===== src/rtl/ps2_key_tracker.sv =====
// PS/2 keyboard receiver with an N-key rollover table.
// Raw pad pins are synchronised and glitch-filtered. 11-bit device frames are
// deframed and checked, then E0/F0 prefixes are decoded into make/break events
// that fill or free NUM_KEYS key slots.
module ps2_key_tracker #(
    parameter int NUM_KEYS    = 4,
    parameter int FILTER_LEN  = 8,
    parameter int TIMEOUT_CYC = 50000
) (
    input  logic                  sys_clk,
    input  logic                  reset,
    input  logic                  clear,
    input  logic                  ps2_clk,
    input  logic                  ps2_dat,
    output logic [7:0]            scandata,
    output logic                  scan_valid,
    output logic                  frame_err,
    output logic                  overflow,
    output logic [NUM_KEYS-1:0]   key_on,
    output logic [NUM_KEYS*9-1:0] key_code
);

    localparam int FLT_W = $clog2(FILTER_LEN + 1);
    localparam int WD_W  = $clog2(TIMEOUT_CYC + 1);
    localparam logic [8:0] EMPTY_CODE = 9'h0F0;

    typedef enum logic [1:0] {S_IDLE, S_DATA, S_PARITY, S_STOP} state_t;

    state_t            state, next_state;
    logic              clk_s0, clk_s1, dat_s0, dat_s1;
    logic              clk_filt;
    logic [FLT_W-1:0]  flt_cnt;
    logic              flt_done, fall_evt;
    logic [2:0]        bit_cnt;
    logic [7:0]        shift_reg;
    logic              par_bit;
    logic [WD_W-1:0]   wd_cnt;
    logic              shift_en, par_en, byte_ok, byte_bad, timeout;
    logic              ext_flag, brk_flag, is_status;
    logic [8:0]        event_code;
    logic [8:0]        slot_code [NUM_KEYS];
    logic [NUM_KEYS-1:0] hit_vec, free_vec, free_oh;

    // Two-flop synchronisers; the bus idles high.
    always_ff @(posedge sys_clk or negedge reset) begin
        if (!reset) begin
            clk_s0 <= 1'b1;
            clk_s1 <= 1'b1;
            dat_s0 <= 1'b1;
            dat_s1 <= 1'b1;
        end else begin
            clk_s0 <= ps2_clk;
            clk_s1 <= clk_s0;
            dat_s0 <= ps2_dat;
            dat_s1 <= dat_s0;
        end
    end

    // The filtered clock follows only after FILTER_LEN consecutive differing samples.
    assign flt_done = (clk_s1 != clk_filt) && (flt_cnt == FLT_W'(FILTER_LEN - 1));
    assign fall_evt = flt_done && clk_filt;

    // Filter counter and filtered clock level.
    always_ff @(posedge sys_clk or negedge reset) begin
        if (!reset) begin
            clk_filt <= 1'b1;
            flt_cnt  <= '0;
        end else if (clk_s1 == clk_filt) begin
            flt_cnt  <= '0;
        end else if (flt_done) begin
            clk_filt <= clk_s1;
            flt_cnt  <= '0;
        end else begin
            flt_cnt  <= flt_cnt + FLT_W'(1);
        end
    end

    // Frame FSM state register.
    always_ff @(posedge sys_clk or negedge reset) begin
        if (!reset) state <= S_IDLE;
        else        state <= next_state;
    end

    // Frame FSM next state and per-fall actions; the watchdog only aborts mid-frame.
    always_comb begin
        next_state = state;
        shift_en   = 1'b0;
        par_en     = 1'b0;
        byte_ok    = 1'b0;
        byte_bad   = 1'b0;
        timeout    = (state != S_IDLE) && !fall_evt && (wd_cnt == WD_W'(TIMEOUT_CYC - 1));
        case (state)
            S_IDLE: begin
                if (fall_evt && !dat_s1) next_state = S_DATA;
            end
            S_DATA: begin
                if (fall_evt) begin
                    shift_en = 1'b1;
                    if (bit_cnt == 3'd7) next_state = S_PARITY;
                end
            end
            S_PARITY: begin
                if (fall_evt) begin
                    par_en     = 1'b1;
                    next_state = S_STOP;
                end
            end
            S_STOP: begin
                if (fall_evt) begin
                    if (dat_s1 && (^{par_bit, shift_reg})) byte_ok  = 1'b1;
                    else                                   byte_bad = 1'b1;
                    next_state = S_IDLE;
                end
            end
            default: next_state = S_IDLE;
        endcase
        if (timeout) next_state = S_IDLE;
    end

    // Bit counter and watchdog; both idle at zero outside a frame.
    always_ff @(posedge sys_clk or negedge reset) begin
        if (!reset) begin
            bit_cnt <= '0;
            wd_cnt  <= '0;
        end else begin
            if (state == S_IDLE)  bit_cnt <= '0;
            else if (shift_en)    bit_cnt <= bit_cnt + 3'd1;
            if (state == S_IDLE || fall_evt) wd_cnt <= '0;
            else                             wd_cnt <= wd_cnt + WD_W'(1);
        end
    end

    // Payload shift register (LSB first) and parity capture; pure data, no reset.
    always_ff @(posedge sys_clk) begin
        if (shift_en) shift_reg <= {dat_s1, shift_reg[7:1]};
        if (par_en)   par_bit   <= dat_s1;
    end

    // Received byte and status pulses, one cycle after the stop-bit fall.
    always_ff @(posedge sys_clk or negedge reset) begin
        if (!reset) begin
            scandata   <= '0;
            scan_valid <= 1'b0;
            frame_err  <= 1'b0;
        end else begin
            scan_valid <= byte_ok;
            frame_err  <= byte_bad | timeout;
            if (byte_ok) scandata <= shift_reg;
        end
    end

    // Classify the received byte and locate matching / lowest free slots.
    always_comb begin
        event_code = {ext_flag, scandata};
        case (scandata)
            8'h00, 8'hAA, 8'hEE, 8'hFA, 8'hFC, 8'hFD, 8'hFE, 8'hFF: is_status = 1'b1;
            default:                                                is_status = 1'b0;
        endcase
        for (int i = 0; i < NUM_KEYS; i++) begin
            hit_vec[i] = key_on[i] && (slot_code[i] == event_code);
        end
        free_vec = ~key_on;
        free_oh  = free_vec & (~free_vec + NUM_KEYS'(1));
    end

    // Decoder: prefix flags and key table; clear overrides any coincident event.
    always_ff @(posedge sys_clk or negedge reset) begin
        if (!reset) begin
            ext_flag <= 1'b0;
            brk_flag <= 1'b0;
            overflow <= 1'b0;
            key_on   <= '0;
            for (int i = 0; i < NUM_KEYS; i++) slot_code[i] <= EMPTY_CODE;
        end else begin
            overflow <= 1'b0;
            if (clear) begin
                ext_flag <= 1'b0;
                brk_flag <= 1'b0;
                key_on   <= '0;
                for (int i = 0; i < NUM_KEYS; i++) slot_code[i] <= EMPTY_CODE;
            end else if (scan_valid) begin
                if (scandata == 8'hE0) begin
                    ext_flag <= 1'b1;
                end else if (scandata == 8'hF0) begin
                    brk_flag <= 1'b1;
                end else begin
                    ext_flag <= 1'b0;
                    brk_flag <= 1'b0;
                    if (!is_status) begin
                        if (brk_flag) begin
                            for (int i = 0; i < NUM_KEYS; i++) begin
                                if (hit_vec[i]) begin
                                    key_on[i]    <= 1'b0;
                                    slot_code[i] <= EMPTY_CODE;
                                end
                            end
                        end else if (hit_vec == '0) begin
                            if (free_oh == '0) overflow <= 1'b1;
                            for (int i = 0; i < NUM_KEYS; i++) begin
                                if (free_oh[i]) begin
                                    key_on[i]    <= 1'b1;
                                    slot_code[i] <= event_code;
                                end
                            end
                        end
                    end
                end
            end
        end
    end

    // Flatten the slot table onto the output bus.
    always_comb begin
        key_code = '0;
        for (int i = 0; i < NUM_KEYS; i++) key_code[9*i +: 9] = slot_code[i];
    end

endmodule


===== config.mk =====
export PLATFORM = sky130hd
export DESIGN_NAME = ps2_key_tracker
export DESIGN_NICKNAME = d
export VERILOG_FILES = /design/src/rtl/ps2_key_tracker.sv
export SDC_FILE = /design/constraint.sdc
export NUM_CORES = 1
export LEC_CHECK = 0
export CAP_MARGIN = 40
export CORE_UTILIZATION = 34
export DETAILED_ROUTE_END_ITERATION = 8
export GPL_ROUTABILITY_DRIVEN = 0
export PLACE_DENSITY = 0.58
export SLEW_MARGIN = 20
export SYNTH_ARGS = -nofsm -noshare
export SYNTH_HDL_FRONTEND = slang
export SYNTH_SLANG_ARGS = --single-unit

===== constraint.sdc =====
create_clock -name sys_clk -period 2.7 [get_ports sys_clk]
set_clock_uncertainty 0.15 [all_clocks]
set_input_delay 0.405 -clock sys_clk [delete_from_list [all_inputs] [get_ports sys_clk]]
set_output_delay 0.405 -clock sys_clk [all_outputs]
set_load 0.005 [all_outputs]

==> results of run 1 <==
## kinds of logic after synthesis
group / Yosys count
compound gates: 80
xor+xnor: 57
fa+ha+maj: 8
buf+inv: 32
flops: 92
mux: 15
simple gates: 116
## metrics by stage
step           hold slack (ns)   util  setup slack (ns)  std cells  area, um2
2_1_floorplan          -0.0406      -             0.412        400       4500
3_3_place_gp             0.195  0.413             0.149        623       5270
3_5_place_dp             0.197  0.413             0.149        623       5270
4_1_cts                  0.207  0.435             0.134        640       5560
5_1_grt                  0.214  0.436            0.0122        640       5570
6_report                 0.205  0.436             0.152        640       5570
## power by group
part,switching [mW],internal (mW)
registers,0.112,1.55
logic,0.334,0.311
clock network,0.552,0.635
## final cells by class
type                    instances  area share
inverters                      13     0.00877
well taps                     172      0.0387
repair buffers                 71       0.123
clock inverters                 7     0.00989
flip-flops and latches         92       0.427
clock buffers                   9      0.0405
multi-input cells             276       0.352
## synth_stat cells, drive strengths merged, types with 3 or more instances
master	n	area share
mux2i	6	0.013
clkbuf	6	0.0050
nor4	4	0.0056
a21oi	20	0.026
edfxtp	9	0.060
xnor2	50	0.097
nor2	34	0.031
nand3	10	0.011
dfstp	21	0.12
inv	13	0.011
nand4	14	0.019
dfrtp	62	0.34
mux2	9	0.023
nand2	21	0.018
a21o	5	0.0083
nor3	15	0.017
a2bb2oi	16	0.031
a32o	20	0.044
xor2	7	0.014
buf	13	0.021
o31ai	3	0.0061
ha	8	0.022
or3	5	0.0070
o21ai	10	0.011
## repair_timing
item,in CTS,in global routing
hold buffers,1,0
endpoints found under the setup margin,0,10
endpoints found under the hold margin,26,0
gates resized for setup,0,4
## layer usage
metal / GRT usage / vias to the layer above
met2: 0.286 / 77
met1: 0.211 / 1651
li1: - / 1575
met3: 0.0443 / 21
met5: 0 / -
met4: 0.0709 / 0
## worst paths after layout
check	startpoint	end	cells past startpoint
max in group asynchronous	reset	dat_s0	3
min reg2reg	dat_s0	dat_s1	0
min	dat_s0	dat_s1	0
max reg2reg	scandata[6]	key_code[11]	7
max	scandata[6]	key_code[11]	7
min in group asynchronous	reset	key_on[0]	2
## worst max-delay path, cell delays in order (launching register included)
cell	delay, ns
dfrtp_1	0.65
xnor2_1	0.23
nand4_1	0.18
nor3_1	0.07
or4_1	0.46
buf_4	0.21
a21o_1	0.24
a32o_1	0.23
## cell usage in the layout (no fill, tap or decap), types with 2 or more instances in the layout
master           count
clkbuf_16            9
xor2_1               7
and3_1               2
edfxtp_1             9
mux2i_1              6
a32o_1              20
a21oi_2              4
dfstp_2             21
o41ai_1              2
or4_1                2
buf_4               15
inv_6                4
a21oi_1             16
dfrtp_1             58
o21ai_0             10
ha_1                 8
nor4_1               4
or3_1                5
nor3_1              15
nand4_1             14
inv_1               13
nand2_1             21
mux2_2               9
o31ai_1              2
a21o_1               5
nor2_2               5
and2_1               2
xnor2_1             50
nor2_1              29
clkdlybuf4s50_1     54
and3b_1              2
dfrtp_2              4
nand3_1             10
a2bb2oi_1           16
==> metrics.txt, run 1 <==
Startpoint Class=flip-flop; Post-Synthesis Cells=400; min cycle time layout=2.55 ns; peak supply drop=0.000459 V; Worst-path clk slew=0.07 ns; Post-synth EDFFs=9; Placement Rows=41; critical path required time=2.77 ns; MaxCap Viol Count=0; sequential element share of the synthesized area=0.528; Yosys reg bits=92; Clock Tree Root=clkbuf_16; area delta synth->final=23.7%; max layer used=met4; Compound-Gate Fraction of Synth Area=0.137; max reg flops=36; WL per Instance=17.0 um; Post-Synth Simple-Gate Area=0.129; RSZ-0062 raised after global routing=no; Slew @ Worst Pin=0.671 ns; setup TNS=0 ns; CTS tree=built; HP Class=reg -> reg; syn avg cell area=11.2 um2; outcome=finished clean; drt pass-1 iters=4; initial antenna violation count=0; HPWL after DPL=8.09 mm; max-slew violation count=0; XOR/XNOR share of the synthesized area=0.111; ANT cells=0; post-synthesis adder-cell area fraction=0.0222; Setup Crit Path Kind=reg -> reg; Critical Path End Type=flip-flop; met2 wire len=5.30 mm; global-route wire length before repair=17.5 mm; Die W=117 um; proportion of layout cells with a drive suffix above 1=0.165; period utilization=0.944; FILL cells=1,224; Multi-input gate area=1960 um2; Post-Syn Nets=413; Die Area=13,700 um2; drt total wl=10.9 mm; FF/Latch Area=2380 um2; setup violators final=0; CP Max Fanout=14; total vias in the final route=3,324; Routed met3 length=545 um; Leakage Power=2.24 nW; Slew HR=0.549; prevailing post-synth register cell=dfrtp_1; Final ANT Viol Nets=0; Overall Global Routing Usage=0.171; setup slack, reg-to-reg=0.15 ns; largest net degree at the start of global routing=51; vias per inst=5.19; Nets=476; worst skew pair latency=0.34 ns; IO buf count=55; grt ovf=0; H-tree depth=3; postcts setup bufs=0; Fin. Hold Viols=0; CTS sink cnt=92; critical path data arrival time=2.62 ns; clk buf depth=2; post-synthesis cell area=4500 um2; CTS Buf Count=9; post-synth cell types=44; Initial Utilization=0.352; largest family of logic cells by synthesized area=compound AO/OA/AOI/OAI gates; ys async rst share=0.902; DRC viols=0; core box area=12,800 um2; number of synthesis warnings=0; Pwr per Cell Area=628 nW/um2; mux contribution to synthesized area=0.0359; Initial DRC Count=182; PnR Total Power=3.49 mW; Die H=117 um; vias in the first global route=3,407; fmax=0.392 GHz; total I/O pin count=56; Met1 Wirelength=4.74 mm
No activity file was read; power rests on OpenSTA's default activity.
==> inputs of run 2 (changes only) <==
--- a/config.mk
+++ b/config.mk
@@ -6,6 +6,7 @@
 export NUM_CORES = 1
 export LEC_CHECK = 0
 export CAP_MARGIN = 40
+export CORE_MARGIN = 4
 export CORE_UTILIZATION = 34
 export DETAILED_ROUTE_END_ITERATION = 8
 export GPL_ROUTABILITY_DRIVEN = 0
==> run 2 against run 1 <==
Clock power fell by 3%. Sequential power barely moved. Largest power group unchanged. Highest routed layer unchanged. Global-route usage down 2.1 points. Critical endpoint is now key_code[8]. Die area up 11%.
==> metrics.txt, run 2 (synthesis results as in run 1) <==
Int Pwr=2.51 mW (was 2.50 mW); proportion of layout cells with a drive suffix above 1=0.169 (was 0.165); CTS sink cnt=92 (unchanged); Non-Filler Instances=640 (unchanged); Slew @ Worst Pin=0.537 ns (was 0.671 ns); critical path required time=2.77 ns (about the same); grt ovf=0 (unchanged); Pwr per Cell Area=621 nW/um2 (was 628 nW/um2); Die Area=15,100 um2 (was 13,700 um2); CTS tree=built (unchanged); final core occ=0.436 (unchanged); CP Max Fanout=14 (unchanged); vias per inst=5.16 (was 5.19); Fin. Hold Viols=0 (unchanged); ANT cells=0 (unchanged); min cycle time layout=2.54 ns (was 2.55 ns); vias in the first global route=3,277 (was 3,407); period utilization=0.942 (was 0.944); area delta synth->final=23.7% (unchanged); core box area=12,800 um2 (unchanged); postcts setup bufs=0 (unchanged); HPWL after DPL=8.21 mm (was 8.09 mm); MaxCap Viol Count=0 (unchanged); critical path data arrival time=2.61 ns (was 2.62 ns); max-slew violation count=0 (unchanged); met3 Use GR=0.0412 (was 0.0443); FILL cells=1,198 (was 1,224); CTS Buf Count=9 (unchanged); peak supply drop=0.000481 V (was 0.000459 V); IO buf count=55 (unchanged); Final ANT Viol Nets=0 (unchanged); Startpoint Class=flip-flop (unchanged); clock group share of total power=0.333 (was 0.340); H-tree depth=3 (unchanged); setup slack, reg-to-reg=0.16 ns (was 0.15 ns); Setup Crit Path Kind=reg -> reg (unchanged); global routing's busiest layer=met2 (unchanged); HP Class=reg -> reg (unchanged); commonest non-fill, non-tap cell in the layout=dfrtp_1 (unchanged); drt pass-1 iters=4 (unchanged); Die H=123 um (was 117 um); drt total wl=10.9 mm (about the same); global-route wire length before repair=17.5 mm (unchanged); total vias in the final route=3,301 (was 3,324); initial antenna violation count=0 (unchanged); setup violators final=0 (unchanged); setup TNS=0 ns (unchanged); clk buf depth=2 (unchanged); DRC viols=0 (unchanged); Die W=123 um (was 117 um); Critical Path End Type=flip-flop (unchanged); sw power=0.948 mW (was 0.998 mW); met1 Use GR=0.188 (was 0.211); fmax=0.393 GHz (was 0.392 GHz); largest net degree at the start of global routing=36 (was 51); max reg flops=36 (unchanged); Initial Utilization=0.352 (unchanged); Slew HR=0.639 (was 0.549); Leakage Power=2.24 nW (about the same); Multi-input gate area=1970 um2 (was 1960 um2); RSZ-0062 raised after global routing=no (unchanged); Overall Global Routing Usage=0.151 (was 0.171); Worst-path clk slew=0.06 ns (was 0.07 ns); outcome=finished clean (unchanged); FF/Latch Area=2380 um2 (about the same); worst skew pair latency=0.34 ns (about the same); met2 Use GR=0.254 (was 0.286); most frequent cells in the layout=dfrtp_1, clkdlybuf4s50_1, xnor2_1 (unchanged); post-placement worst setup slack=0.0254 ns (was 0.149 ns); Clock Tree Root=clkbuf_16 (unchanged); Flop pwr share=0.480 (was 0.475); Placement Rows=41 (unchanged); Cells after DPL=623 (unchanged); WL per Instance=17.1 um (was 17.0 um); final worst slack=0.157 ns (was 0.152 ns); Nets=476 (unchanged); total I/O pin count=56 (unchanged); Net Sw Frac=0.274 (was 0.286); Comb power frac=0.187 (was 0.185); Initial DRC Count=189 (was 182)
==> run 2: per-stage QoR <==
| step | cell area, um2 | total power [mW] | hold slack [ns] |
|---|---|---|---|
| finish | 5570 | 3.45 | 0.205 |
| global placement | 5270 | 2.32 | 0.189 |
| CTS | 5550 | 3.52 | 0.206 |
| floorplan | 4500 | 2.07 | -0.0406 |
| global route | 5570 | 3.65 | 0.208 |
| detailed placement | 5270 | 2.33 | 0.195 |
==> run 2: layout make-up <==
type                            instances  share of cell area
Sequential cell                        92               0.428
Multi-Input combinational cell        276               0.354
Timing Repair Buffer                   71               0.123
Clock buffer                           11              0.0436
Tap cell                              172              0.0387
Inverter                               13             0.00877
Clock inverter                          5             0.00517
==> run 2: critical path, stage by stage, from the launching register on <==
cell and delay (ns):
dfrtp_1 0.69, xnor2_1 0.14, nand4_1 0.19, nor3_1 0.07, or4_1 0.50, buf_4 0.21
a21o_1 0.25, a32o_1 0.22
==> run 2: per-layer routing <==
metal,up-vias,part of all wire
met1,1638,0.44
met4,0,0.020
met2,77,0.49
li1,1568,-
met5,-,0
met3,18,0.051
==> run 2: path summary, 6_finish.rpt <==
check / cells after the start / startpoint / endpoint
setup / recovery: 7 / scandata[4] / key_code[8]
hold / removal: 0 / dat_s0 / dat_s1
setup reg to reg: 7 / scandata[4] / key_code[8]
hold reg to reg: 0 / dat_s0 / dat_s1
max in group asynchronous: 3 / reset / key_code[5]
min in group asynchronous: 2 / reset / scandata[5]
==> run 2: repair_timing <==
action,in CTS,in global routing
setup endpoints to repair,0,34
endpoints found under the hold margin,10,0
resized for setup,0,6
hold buffers,1,0
==> run 2: power by group through the flow <==
| stage | combinational [mW] | sequential [mW] | clock [mW] |
|---|---|---|---|
| floorplan | 0.414 | 1.66 | 0 |
| global placement | 0.638 | 1.68 | 0 |
| detailed placement | 0.651 | 1.68 | 0 |
| CTS | 0.656 | 1.66 | 1.20 |
| global route | 0.720 | 1.68 | 1.25 |
| finish | 0.646 | 1.66 | 1.15 |
